`src/rtl/subtrator_serial.sv`:
```
// Bit-serial WIDTH-bit subtractor: saida = A - B - Bin, LSB first, with start/done handshake.
// Define SUBTRATOR_OVF_EN to compute the signed-overflow flag; otherwise ovf is tied to 0.
module subtrator_serial #(
    parameter int WIDTH = 24
) (
    input  logic             clk,
    input  logic             rst_n,
    input  logic             start,
    input  logic [WIDTH-1:0] A,
    input  logic [WIDTH-1:0] B,
    input  logic             Bin,
    output logic             busy,
    output logic             done,
    output logic [WIDTH-1:0] saida,
    output logic             Bout,
    output logic             ovf
);

    localparam int CW = (WIDTH > 1) ? $clog2(WIDTH) : 1;
    localparam logic [CW-1:0] LAST = CW'(WIDTH - 1);

    typedef enum logic [1:0] {IDLE, RUN, DONE} state_t;

    state_t           state;
    logic [WIDTH-1:0] sa, sb, res;
    logic             borrow;
    logic [CW-1:0]    cnt;
    logic             d, borrow_next, last;

    // Single full-subtractor cell operating on the current LSBs.
    always_comb begin
        d           = sa[0] ^ sb[0] ^ borrow;
        borrow_next = (~sa[0] & sb[0]) | (~(sa[0] ^ sb[0]) & borrow);
        last        = (state == RUN) && (cnt == LAST);
    end

    assign busy = (state != IDLE);

    // NOTE: all state is updated with non-blocking assignments so every flop
    // samples the pre-edge values, regardless of statement order.
    always_ff @(posedge clk or negedge rst_n) begin
        if (!rst_n) begin
            state  <= IDLE;
            sa     <= '0;
            sb     <= '0;
            res    <= '0;
            borrow <= 1'b0;
            cnt    <= '0;
            done   <= 1'b0;
            saida  <= '0;
            Bout   <= 1'b0;
        end else begin
            case (state)
                IDLE: begin
                    done <= 1'b0;
                    if (start) begin
                        sa     <= A;
                        sb     <= B;
                        borrow <= Bin;
                        cnt    <= '0;
                        state  <= RUN;
                    end
                end
                RUN: begin
                    sa     <= sa >> 1;
                    sb     <= sb >> 1;
                    res    <= {d, res[WIDTH-1:1]};
                    borrow <= borrow_next;
                    cnt    <= cnt + 1'b1;
                    if (last) begin
                        saida <= {d, res[WIDTH-1:1]};
                        Bout  <= borrow_next;
                        done  <= 1'b1;
                        state <= DONE;
                    end
                end
                DONE: begin
                    done  <= 1'b0;
                    state <= IDLE;
                end
                default: begin
                    done  <= 1'b0;
                    state <= IDLE;
                end
            endcase
        end
    end

`ifdef SUBTRATOR_OVF_EN
    // On the last bit, borrow is the borrow into the MSB position.
    always_ff @(posedge clk or negedge rst_n) begin
        if (!rst_n) begin
            ovf <= 1'b0;
        end else if (last) begin
            ovf <= borrow ^ borrow_next;
        end
    end
`else
    assign ovf = 1'b0;
`endif

endmodule

```
`config.mk`:
```
export PLATFORM = sky130hd
export DESIGN_NAME = subtrator_serial
export DESIGN_NICKNAME = d
export VERILOG_FILES = /design/src/rtl/subtrator_serial.sv
export SDC_FILE = /design/constraint.sdc
export NUM_CORES = 1
export LEC_CHECK = 0
export ABC_AREA = 1
export CAP_MARGIN = 40
export CORE_MARGIN = 2
export CORE_UTILIZATION = 40
export CTS_BUF_LIST = sky130_fd_sc_hd__clkbuf_4 sky130_fd_sc_hd__clkbuf_8
export DETAILED_ROUTE_END_ITERATION = 8
export PLACE_DENSITY = 0.66
export SLEW_MARGIN = 10
export SYNTH_ARGS = -nofsm -noshare
export SYNTH_HDL_FRONTEND = slang
export SYNTH_SLANG_ARGS = --single-unit
```
`constraint.sdc`:
```
create_clock -name clk -period 1.2 [get_ports clk]
set_input_delay 0.24 -clock clk [delete_from_list [all_inputs] [get_ports clk]]
set_output_delay 0.24 -clock clk [all_outputs]
set_load 0.01 [all_outputs]
```
======== Yosys cells after proc, flatten, opt, wreduce, memory -nomap -nowiden ========
Index checks and enable logic that the tools add are counted.
cells by class
  add/subtract/negate cells ............... 1
  eq/ne operators ......................... 4
  multiplexer cells ....................... 13
  bitwise operators ....................... 7
  reductions and logical operators ........ 7
operators by type and width
  kind                 number
  $pmux 24 s2          2
  $mux 24              2
  $pmux 5 s2           1
  $reduce_and 2->1     3
  $add 5x1->5 const B  1
  $eq 5x5->1 const B   1
  $mux 5               1
  $mux 2               2
  $ne 2x2->1 const B   2
  $pmux 2 s2           1
  $reduce_bool 2->1    2
  $mux 1               3
  $and 1x1->1          2
  $eq 2x1->1 const B   1
  $logic_not 2->1      1
  $not 1->1            2
  $pmux 1 s2           1
  $xor 1x1->1          2
  $logic_and 1x1->1    1
  $or 1x1->1           1
storage, ports and cells
  register bits ........................... 106
  input bits .............................. 52
  output and inout bits ................... 28
  logic and storage cells ................. 41

======== Longest topological paths before layout ========
Gate-level depths: netlist (run 1).
  word-level depth ........................ 5
  mapped depth ............................ 7
  gate-level depth less buffers ........... 6

======== Least setup slack after synthesis (run 1) ========
No wires, ideal clock.
  path kind ............................... reg-to-reg
  start ................................... register cnt[0]
  end ..................................... register saida[12]
  setup time .............................. 117 ps
  arrival ................................. 1146 ps
  required time ........................... 1083 ps
  path slack .............................. -62 ps
  cell stages (with the launch flop) ...... 8
  buffers on the path ..................... 1
  clock period less this slack ............ 1262 ps
  cell sequence ........................... dfrtp_1 -> ha_1 -> nand2_2 -> inv_2 -> nand3_4 -> buf_2 -> nand2_1 -> nand2_1
between the ends
  word-level cells in the longest chain between the ends .. 3
ends and longest elaborated chain
  element                            line  text
  from (decl)                        27    logic [CW-1:0] cnt;
  from (signal assigned)             69    cnt <= cnt + 1'b1;
  $eq 5x5->1                         34    last = (state == RUN) && (cnt == LAST);
  $logic_and 1x1->1                  34
  $reduce_and 2->1 (no source line)  -
  to (signal assigned)               71    saida <= {d, res[WIDTH-1:1]};
  to (decl)                          14    output logic [WIDTH-1:0] saida,
Every way passes these cells.
A chain may end at the register's enable or synchronous reset.

======== Worst setup path in the final report (run 1) ========
  start ................................... register state[0]
  end ..................................... register saida[3]
between the ends
  word-level cells in the longest chain between the ends .. 3
ends and longest elaborated chain
  element                                line    text
  from (decl)                            24      state_t state;
  from (signal assigned)                 43      state <= IDLE;
  from (signal assigned)                 61      state <= RUN;
  from (signal assigned)                 74      state <= DONE;
  $eq 2x1->1 (*)                         34, 53
  $logic_and 1x1->1                      34
  $reduce_and 2->1 (no source line) (*)  -
Every way passes the cells marked *; elsewhere a longest branch is shown, timed or not.

==> results of run 1 <==
routing by layer:
layer	up-vias	track usage, %	part of all wire, %
li1	2001	-	-
met1	2022	25.44	42
met2	150	29.45	50
met3	23	3.882	6.1
met4	0	8.083	2.3
met5	-	0	0
stage by stage:
step	cell area [um2]	worst slack, ns
2_1_floorplan	4582	-0.01967
3_3_place_gp	5777	-0.1769
3_5_place_dp	5777	-0.2283
4_1_cts	6256	-0.1794
5_1_grt	6670	-0.2703
6_report	6670	-0.2031
worst register-to-register path, cell delays in order (launching register included):
cell,delay (ns)
dfrtp_1,0.45
buf_6,0.13
inv_2,0.03
nor2_4,0.11
buf_6,0.12
nand3_4,0.13
clkbuf_16,0.21
nand2_1,0.06
nand2_1,0.05
report_power, final:
| group | internal, uW | total, uW | leakage, uW | switching [uW] |
|---|---|---|---|---|
| logic | 3680 | 7190 | 0.00184 | 3520 |
| clock network | 814 | 2200 | 0.0000955 | 1390 |
| registers | 4830 | 5640 | 0.00138 | 817 |
| total | 9320 | 15000 | 0.00331 | 5720 |
what timing repair did:
action	in CTS	in global routing
pin swaps	3	3
hold buffers	1	0
endpoints found under the hold margin	17	0
setup buffers	25	9
cloned	5	10
resized for setup	135	46
endpoints found under the setup margin	130	108
state kept, by name (all words and copies together) (netlist names):
register,flops
done,1
saida,24
sa,24
state,2
res,23
cnt,5
sb,24
Bout,1
borrow,1
cell type report:
class | count | area (um2) | area share, %
Sequential cell | 105 | 2629 | 39.41
Multi-Input combinational cell | 356 | 1824 | 27.35
Timing Repair Buffer | 161 | 1754 | 26.30
Tap cell | 143 | 178.9 | 2.682
Clock buffer | 9 | 123.9 | 1.857
Inverter | 22 | 90.09 | 1.351
Clock inverter | 7 | 70.07 | 1.050
final timing paths:
check | to | slack, ns | cells past startpoint
max in group asynchronous | sb[12] | 0.42 | 3
worst max-delay path | saida[3] | -0.20 | 8
min in group clk | sb[23] | 0.39 | 3
worst min-delay path | saida[16] | 0.29 | 2
worst min register to register | saida[0] | 0.49 | 2
worst max register to register | saida[3] | -0.20 | 8
cell families (layout without fill, tap and decap cells):
group | count (synthesis) | count (layout) | share of synthesized area, %
AO/OA/AOI/OAI | 25 | 25 | 2.794
adder cells (fa/ha/maj) | 2 | 2 | 0.7123
buffers and inverters | 61 | 199 | 6.301
flip-flops | 105 | 105 | 57.53
other | 1 | 1 | 0.08211
AND/OR/NAND/NOR | 327 | 328 | 32.58
cell usage in the layout, fill, tap and decap left out, drive strengths merged:
master / n
ha: 1
a21boi: 1
conb: 1
clkinv: 2
o21ai: 23
fa: 1
a21oi: 1
nand4: 2
clkbuf: 17
nand3: 176
inv: 26
clkinvlp: 1
dlygate4sd3: 1
dfrtp: 105
nor2: 9
clkdlybuf4s50: 50
buf: 101
bufbuf: 1
nand2: 141
==> summary.md, run 1 <==
| Metric | Value |
|---|---|
| Post-Layout Cell Count | `803` |
| Standard-cell rows | `39` |
| TNS Setup | `-12.16 ns` |
| DR vias | `4,196` |
| Final Hold Slack | `0.2932 ns` |
| Yosys top cell area share | `57.53%` |
| Ratio of cells with drive above 1 in the final layout | `25.91%` |
| Nets@finish | `709` |
| ANT nets after route | `0` |
| CP required | `1.48 ns` |
| Post-DP HPWL | `7060 um` |
| Leakage | `0.003313 uW` |
| Clock Sinks | `105` |
| Ys async rst share | `100.0%` |
| Syn_nets | `575` |
| Final setup vio count | `103` |
| # fillers | `951` |
| Maximum VDD drop | `1.053 mV` |
| Worst min path class | `input pin to async pin` |
| CP Cell Sequence | `buf_6, inv_2, nor2_4, buf_6, nand3_4, clkbuf_16, nand2_1, nand2_1` |
| CP max-delay cell | `dfrtp_1` |
| Critical path class | `flip-flop to flip-flop` |
| Dominant cells by area after synthesis | `dfrtp_1, nand3_1, nand2_1` |
| Residual DRC | `0` |
| Unique masters post-synth | `21` |
| GRT Residual Overflow | `0` |
| Vias/cell | `5.225` |
| Warnings, synthesis | `0` |
| Gpl congestion | `0.7755` |
| Minimum clock period | `1.403 ns` |
| Top-count cell post-synth | `nand3_1` |
| Crit path capture type | `flip-flop` |
| Yosys top cell by area | `dfrtp_1` |
| Final WL | `12,340 um` |
| # IOs | `80` |
| Fin worst setup slack | `-0.2031 ns` |
| Largest delay share family, worst path | `buffers and inverters` |
| Worst path arrival time | `1.68 ns` |
| Synthesized flop and latch total | `105` |
| Max_cap viols | `0` |
| Status | `finished, violations left` |
| Die W | `110.9 um` |
| Setup crit start | `state[0]` |
| Core Util, Final | `59.17%` |
| CTS max path bufs | `2` |
| Synth Cell Area | `4567 um2` |
| Top_reg_cell synth | `dfrtp_1` |
| H-Tree Depth | `3` |
| Core area | `11,270 um2` |
| Power Dens Cells | `2255 nW/um2` |
| Largest net degree at the start of global routing | `33` |
| WP buf/inv | `4` |
| CTS Buf Count | `9` |
| Vias in the first global route | `4,124` |
| Clk_lat worst skew | `0.38 ns` |
| Clock skew | `0.01877 ns` |
| CP peak stage delay | `0.45 ns` |
| Slew Viols, Final | `0` |
| CTS tree | `done` |
| Starting density of the core | `40.52%` |
| Tcrit/Tclk final | `116.9%` |
| DR pass1 iterations | `5` |
| Post-Syn Instances | `521` |
| Die ar. | `12,290 um2` |
| Reg2reg start | `state[0]` |
| Synth Area per Inst | `8.766 um2` |
| Root Driver | `clkbuf_8` |
| Area Growth Syn to Fin | `46.05%` |
| 1st-iter DRT viols | `289` |
| CP startpoint kind | `flip-flop` |
| First-pass GRT wire length | `19,090 um` |
| Placed Instances | `741` |
| Synth cell count leaders | `nand3_1, nand2_1, dfrtp_1` |
| Fmax | `712.7 MHz` |
| Die Ht | `110.9 um` |
| Tot GR Track Use | `18.78%` |
| Initial antenna violation count | `0` |
| Diode count | `0` |
| CP Max Fanout | `7` |
| RSZ-0062 raised after global routing | `true` |
| Clk pin slew, worst setup/hold paths | `0.11 ns` |
| Pwr Total | `15,040 uW` |
| DR WL/cell | `15.37 um` |
| Final hold violations | `0` |
| Post-synth EDFFs | `0` |
| Number of I/O port buffers | `78` |
| Sequential fraction of the synthesis area | `57.53%` |
| Violated checks | `setup timing` |
(Power assumes the default switching activity.)
==> run 2: changes to the inputs <==
--- a/config.mk
+++ b/config.mk
@@ -10,6 +10,7 @@
 export CORE_MARGIN = 2
 export CORE_UTILIZATION = 40
 export CTS_BUF_LIST = sky130_fd_sc_hd__clkbuf_4 sky130_fd_sc_hd__clkbuf_8
+export CTS_CLUSTER_SIZE = 28
 export DETAILED_ROUTE_END_ITERATION = 8
 export PLACE_DENSITY = 0.66
 export SLEW_MARGIN = 10
==> results of run 2 <==
The final DEF is identical to that of run 1; final timing and power are the same.
==> run 3: changes to the inputs <==
==> constraint.sdc (replaced) <==
create_clock -name clk -period 1.2 [get_ports clk]
set_input_delay 0.24 -clock clk [delete_from_list [all_inputs] [get_ports clk]]
set_output_delay 0.24 -clock clk [all_outputs]
set_load 0.05 [all_outputs]
==> run 3 against run 2 <==
Against the previous run:
- the run still ends with setup timing left
- largest power group unchanged
- wire length up 50%
- setup slack worse by 0.15 ns
- final cell count up 4.1%
- non-clock buffer count up 32
- critical path type unchanged
- core utilization up 20 points
- flip-flop and latch count unchanged
- critical path depth down 1
- clock power up 20%
- via count up 14%
- fmax down 9.7%
- largest cell class is now multi-input combinational cells
- design area up 33%
- sequential power up 13%
==> summary.md, run 3 (same netlist as run 1, synthesis figures left out) <==
| Metric | Value |
|---|---|
| CTS Buf Count | `9` |
| Worst path arrival time | `1.83 ns` |
| Reg2reg start | `state[1]` |
| Core area | `11,270 um2` |
| Capturing point of the worst reg2reg path | `saida[10]` |
| Nets@finish | `742` |
| Standard-cell rows | `39` |
| CP max-delay cell | `dfrtp_1` |
| Final WL | `18,510 um` |
| Clock Sinks | `105` |
| Critical path class | `flip-flop to flip-flop` |
| Maximum VDD drop | `1.760 mV` |
| Minimum clock period | `1.554 ns` |
| CTS tree | `done` |
| Die ar. | `12,290 um2` |
| Violated checks | `setup timing` |
| Worst r2r path cells | `7` |
| Root Driver | `clkbuf_8` |
| H-Tree Depth | `3` |
| DR vias | `4,767` |
| Biggest regs | `sa: 24 flops, saida: 24 flops, sb: 24 flops` |
| # fillers | `626` |
| Most frequent cells in the layout | `dfrtp_1, nand3_1, nand3_2` |
| Die W | `110.9 um` |
| CTS max path bufs | `2` |
| WP buf/inv | `3` |
| Commonest non-fill, non-tap cell in the layout | `dfrtp_1` |
| Ratio of cells with drive above 1 in the final layout | `57.72%` |
| Initial antenna violation count | `0` |
| Max_cap viols | `0` |
| Residual DRC | `0` |
| Fmax | `643.7 MHz` |
| Diode count | `0` |
| # IOs | `80` |
| Power Dens Cells | `2517 nW/um2` |
| DR pass1 iterations | `5` |
| CP startpoint kind | `flip-flop` |
| Status | `finished, violations left` |
| First-pass GRT wire length | `24,780 um` |
| Vias in the first global route | `4,741` |
| Largest net degree at the start of global routing | `33` |
| Fin worst setup slack | `-0.3536 ns` |
| Starting density of the core | `40.52%` |
| DR WL/cell | `22.15 um` |
| Clk_lat worst skew | `0.38 ns` |
| Largest delay share family, worst path | `buffers and inverters` |
| CP Cell Sequence | `buf_6, nor2_4, buf_6, nand3_4, clkbuf_16, nand2_2, nand2_1` |
| Die Ht | `110.9 um` |
| Worst min path class | `input pin to async pin` |
| RSZ-0062 raised after global routing | `true` |
| Crit path capture type | `flip-flop` |
| R2r setup slk | `-0.35 ns` |
| Tcrit/Tclk final | `129.5%` |
| CP required | `1.48 ns` |
| Post-Place Worst Slack | `-0.2463 ns` |
| Slew Viols, Final | `0` |
| ANT nets after route | `0` |
| Vias/cell | `5.702` |
| Final setup vio count | `127` |
| TNS Setup | `-22.40 ns` |
| Clock skew | `0.01245 ns` |
| Leakage | `0.004183 uW` |
| Most used cell, CP | `buf_6` |
| Gpl congestion | `0.8035` |
| Post-DP HPWL | `6938 um` |
| 1st-iter DRT viols | `396` |
| Tot GR Track Use | `25.51%` |
| Area Growth Syn to Fin | `94.22%` |
| CP Max Fanout | `6` |
| Clk pin slew, worst setup/hold paths | `0.12 ns` |
| GRT Residual Overflow | `0` |
| Final hold violations | `0` |
| CP peak stage delay | `0.43 ns` |
| Number of I/O port buffers | `78` |
-- run 3: cell types whose count changed in the layout (fill, tap and decap cells not counted), sizes merged --
cell / delta
bufinv: +2
clkbuf: -2
clkinv: -1
buf: +34
inv: -1
nand2: +1
-- run 3: worst register-to-register path, stage by stage (launching register included) --
cell,delay (ns)
dfrtp_1,0.43
buf_6,0.16
nor2_4,0.18
buf_6,0.16
nand3_4,0.17
clkbuf_16,0.24
nand2_2,0.06
nand2_1,0.06
-- run 3: cell type report --
cell class | instances | area, um2 | share of cell area (%)
well taps | 143 | 178.9 | 2.017
clock inverters | 7 | 110.1 | 1.241
multi-input cells | 357 | 2979 | 33.59
inverters | 22 | 92.59 | 1.044
clock buffers | 9 | 123.9 | 1.397
flip-flops and latches | 105 | 2638 | 29.74
repair buffers | 193 | 2748 | 30.98
-- run 3: timing repair --
item / in CTS / in global routing
resized for setup: 173 / 221
pin swaps: 22 / 29
hold buffers: 1 / 0
endpoints found under the hold margin: 17 / 0
gates cloned: 22 / 7
endpoints found under the setup margin: 95 / 132
setup buffers: 37 / 29
-- run 3: layer usage --
metal / vias up / GRT usage (%) / routed length (um)
li1: 2081 / - / -
met1: 2422 / 30.37 / 6786
met2: 207 / 45.40 / 10250
met3: 57 / 3.827 / 768
met4: 0 / 11.92 / 712
met5: - / 0 / 0
-- run 3: stage by stage --
step	total power [uW]	area, um2	utilization (%)	cells	hold WS (ns)
floorplan	9443	4587	-	521	-0.05559
global placement	12010	6030	53.49	737	0.1493
detailed placement	12220	6030	53.49	737	0.1530
CTS	19420	7869	69.81	812	0.3050
global route	23090	8870	78.69	836	0.3100
finish	22330	8870	78.69	836	0.2869
-- run 3: worst max path at each step --
| stage | from | endpoint | slack, ns | cells after the start |
|---|---|---|---|---|
| floorplan | cnt[0] | saida[12] | -0.03 | 7 |
| CTS | state[1] | busy | -0.28 | 4 |
| finish | state[1] | saida[10] | -0.35 | 7 |
| global route | state[1] | saida[14] | -0.40 | 7 |
| global placement | start | sb[17] | -0.19 | 6 |
| detailed placement | start | sa[10] | -0.25 | 6 |
-- run 3: power breakdown --
| group | internal [uW] | switching, uW | total [uW] | leakage, uW |
|---|---|---|---|---|
| clock | 1230 | 1420 | 2640 | 0.000115 |
| sequential | 4840 | 1560 | 6400 | 0.00137 |
| combinational | 6660 | 6630 | 13300 | 0.00270 |
| total | 12700 | 9610 | 22300 | 0.00418 |
==> RTL edit 1 (settings of run 2) <==
Put one more register stage on the output `Bout`, cleared by the reset. The value now appears one clock later. The other outputs are not delayed to match.
--- a/src/rtl/subtrator_serial.sv
+++ b/src/rtl/subtrator_serial.sv
@@ -22,2 +22,4 @@
     typedef enum logic [1:0] {IDLE, RUN, DONE} state_t;
+
+    logic Bout_s0;
 
@@ -50,3 +52,3 @@
             saida  <= '0;
-            Bout   <= 1'b0;
+            Bout_s0 <= 1'b0;
         end else begin
@@ -71,3 +73,3 @@
                         saida <= {d, res[WIDTH-1:1]};
-                        Bout  <= borrow_next;
+                        Bout_s0 <= borrow_next;
                         done  <= 1'b1;
@@ -101,2 +103,10 @@
 
+    always_ff @(posedge clk or negedge rst_n) begin
+        if (!rst_n) begin
+            Bout <= '0;
+        end else begin
+            Bout <= Bout_s0;
+        end
+    end
+
 endmodule
Check against the original RTL: same outputs for any inputs over 10 cycles, from zero or initial values and one cycle with rst_n low; that may be too few to reach the edited logic, so the function may still have changed.
==> RTL edit 1 against run 2 <==
- the flow still finishes with violations (negative setup slack)
- critical path type is now reg2out
- synthesized cell count is 0.19% higher
- worst setup slack improved by 78 ps
- clock skew shrank 8.7 ps
- cell area decreased by 6.6%
- synthesized area is 0.79% higher
- total power is 9.9% lower
- sequential power about the same
- global-route usage shrank 0.99 points
- sequential cell count increased by 1
- wire length fell by 12%
- via count is 5.2% lower
- highest routed layer unchanged
==> RTL edit 1: results (changes against run 2) <==
# fillers: 1042 (+9.6%)
Post-Syn Nets: 576 (+0.17%)
Post-CTS Setup Bufs: 20 (-20%)
status: finished, violations left
wire length on met3: 606 um (-20%)
Cells after DPL: 736 (-0.67%)
r2r endpoint: saida[10]$_DFFE_PN0P_
fin cells: 781 (-2.7%)
Post-Synthesis Cells: 522 (+0.19%)
GR Layer Usage met2: 30.45% (+1.0 points)
Post-CTS Resized: 115 (-15%)
vias: 3977 (-5.2%)
WL/cell: 13.98 um (-9.0%)
Top delay family on crit path: flip-flops
met1 WL: 4.809 mm (-7.2%)
final core utilization: 55.05% (-4.1 points)
M1 GR Usage: 22.45% (-3.0 points)
routability cong.: 0.7941 (+2.4%)
ranking of synthesized cells by area: dfrtp_1 58%, nand3_1 19%, nand2_1 11%
Sum Neg Setup Slack: -4227 ps (+7937 ps)
M3 GR Usage: 5.522% (+1.6 points)
CP Max Fanout: 2 (-5)
sequential share of the synthesized area: 57.62% (+0.090 points)
DR iter-0 viols: 275 (-4.8%)
final setup violation count: 89 (-14%)
first-pass GRT wire length: 18.22 mm (-4.6%)
Hold WS: 280.2 ps (-12.99 ps)
Final Net Count: 687 (-3.1%)
fraction of layout cells with a size suffix above 1: 18.65% (-7.3 points)
setup ws final: -124.8 ps (+78.22 ps)
Place WS: -71.26 ps (+157.0 ps)
failing checks: negative setup slack
RTL edit 1: layout make-up:
type	count	area share, %
Clock inverter	4	1.185
Sequential cell	106	42.56
Timing Repair Buffer	139	22.45
Tap cell	143	2.871
Multi-Input combinational cell	355	27.02
Clock buffer	12	2.550
Inverter	22	1.365
RTL edit 1: cells by family (layout without fill, tap and decap cells):
group | Yosys count | in the layout | share of synthesized area (%)
adder cells (fa/ha/maj) | 2 | 2 | 0.7067
other | 1 | 1 | 0.08147
buffers and inverters | 61 | 177 | 6.550
AO/OA/AOI/OAI | 25 | 25 | 2.772
AND/OR/NAND/NOR | 327 | 327 | 32.26
flip-flops | 106 | 106 | 57.62
RTL edit 1: report_power, final:
group / total [W] / leakage (nW) / internal [W] / switching [W]
registers: 0.00565 / 1.39 / 0.00487 / 0.000781
logic: 0.00538 / 1.63 / 0.00263 / 0.00276
clock network: 0.00252 / 0.120 / 0.00131 / 0.00121
total: 0.0136 / 3.15 / 0.00881 / 0.00475
==> RTL edit 2 (settings of run 2) <==
Without the edit above. Change the parameter `WIDTH` from 24 to 36.
--- a/src/rtl/subtrator_serial.sv
+++ b/src/rtl/subtrator_serial.sv
@@ -3,3 +3,3 @@
 module subtrator_serial #(
-    parameter int WIDTH = 24
+    parameter int WIDTH = 36
 ) (
Interface: changed (resized A, B and saida); port bits go from 80 to 116. The function was not compared with the original's and may differ.
==> RTL edit 2 against run 2 <==
- cell area is 62% higher
- cell count increased by 62%
- global-route usage up 1.7 points
- worst setup slack got worse by 69 ps
- highest routed layer unchanged
- wire length increased by 69%
- the run still ends with negative setup slack left
- sequential cell count grew 49
- die area grew 46%
- combinational power rose by 54%
- total power grew 58%
- synthesized area rose by 48%
- largest power group unchanged
- via count grew 52%
==> RTL edit 2: results (changes against run 2) <==
skew final: 15.45 ps (-3.322 ps)
status: finished, violations left
Flop pwr share: 35.2% (-2.3 points)
Data arrival, critical path: 1810 ps (+130 ps)
worst vdd ir: 1.017 mV (-3.5%)
Slowest cell on crit path: dfrtp_1
Via density: 4.883 (-6.6%)
Post-CTS Resized: 210 (+56%)
Sum Neg Setup Slack: -30160 ps (-18000 ps)
Post-synth top cells: 411 x nand2_1, 154 x dfrtp_1, 93 x o21ai_0
M1 GR Usage: 26.99% (+1.5 points)
Yosys cell types: 20 (-4.8%)
top layer used by detailed routing: met4
vias in the first global route: 5839 (+42%)
critical path's largest stage delay: 410 ps (-40 ps)
GR Util All Layers: 20.43% (+1.7 points)
H-tree levels: 4 (+1)
Post-Syn Nets: 930 (+62%)
sequential share of the synthesized area: 56.96% (-0.57 points)
failing checks: negative setup slack
final setup violation count: 189 (+83%)
DP HPWL: 9.875 mm (+40%)
P_seq: 0.00836 W (+48%)
wire length on met3: 988 um (+31%)
GR Layer Usage met2: 34.47% (+5.0 points)
Largest regs: sa (36), saida (36), sb (36)
DP Area: 8398 sq um (+45%)
DR iter-0 viols: 378 (+31%)
worst skew pair latency: 460 ps (+80 ps)
IO Port Bufs: 114 (+46%)
ranking of synthesized cells by area: dfrtp_1 57%, nand2_1 23%, o21ai_0 6.9%
met1 WL: 8.868 mm (+71%)
Post-CTS Setup Bufs: 37 (+48%)
setup ws final: -271.6 ps (-68.53 ps)
routability cong.: 0.7641 (-1.5%)
final wirelength: 20.80 mm (+69%)
Clk. pwr: 0.00434 W (+97%)
Cells after DPL: 1170 (+58%)
Leakage: 5.460 nW (+65%)
DR WL met2: 10.49 mm (+71%)
largest net degree at the start of global routing: 42 (+27%)
first-pass GRT wire length: 28.99 mm (+52%)
Top delay family on crit path: buffers and inverters
TritonRoute pass-1 iters: 5 (unchanged)
switching pwr: 0.008821 W (+54%)
Final Net Count: 1149 (+62%)
Remaining DRCs: 0 (unchanged)
Hold WS: 232.9 ps (-60.28 ps)
cts bufs inserted: 17 (+8)
vias: 6367 (+52%)
fraction of layout cells with a size suffix above 1: 32.29% (+6.4 points)
Place WS: -320.2 ps (-91.94 ps)
CTS clk-pin slew, worst paths: 90 ps (-20 ps)
Mean Syn Cell Area: 7.940 sq um (-9.4%)
-- RTL edit 2: kinds of logic after synthesis --
group           share of synthesized area (%)
compound gates                          8.526
fa+ha+maj                              0.4808
buf+inv                                 7.231
flops                                   56.96
other cells                           0.05543
simple gates                            26.74
-- RTL edit 2: path summary, 6_finish.rpt --
check,from,endpoint,cells after the start
max in group asynchronous,rst_n,sa[2]$_DFFE_PN0P_,3
min reg2reg,saida[5]$_DFFE_PN0P_,saida[5]$_DFFE_PN0P_,2
max,state[1]$_DFFE_PN0P_,borrow$_DFFE_PN0P_,9
min in group clk,B[35],sb[35]$_DFFE_PN0P_,3
max reg2reg,state[1]$_DFFE_PN0P_,borrow$_DFFE_PN0P_,9
min,rst_n,res[15]$_DFFE_PN0P_,2
-- RTL edit 2: final cells by class --
type	instances	area [sq um]
sequential	154	3854
fill	1370	5799
multi-input combinational	583	3022
timing repair buffer	248	2927
tap	220	275.3
clock buffer	20	262.8
timing repair inverter	1	16.27
inverter	66	255.2
clock inverter	12	172.7
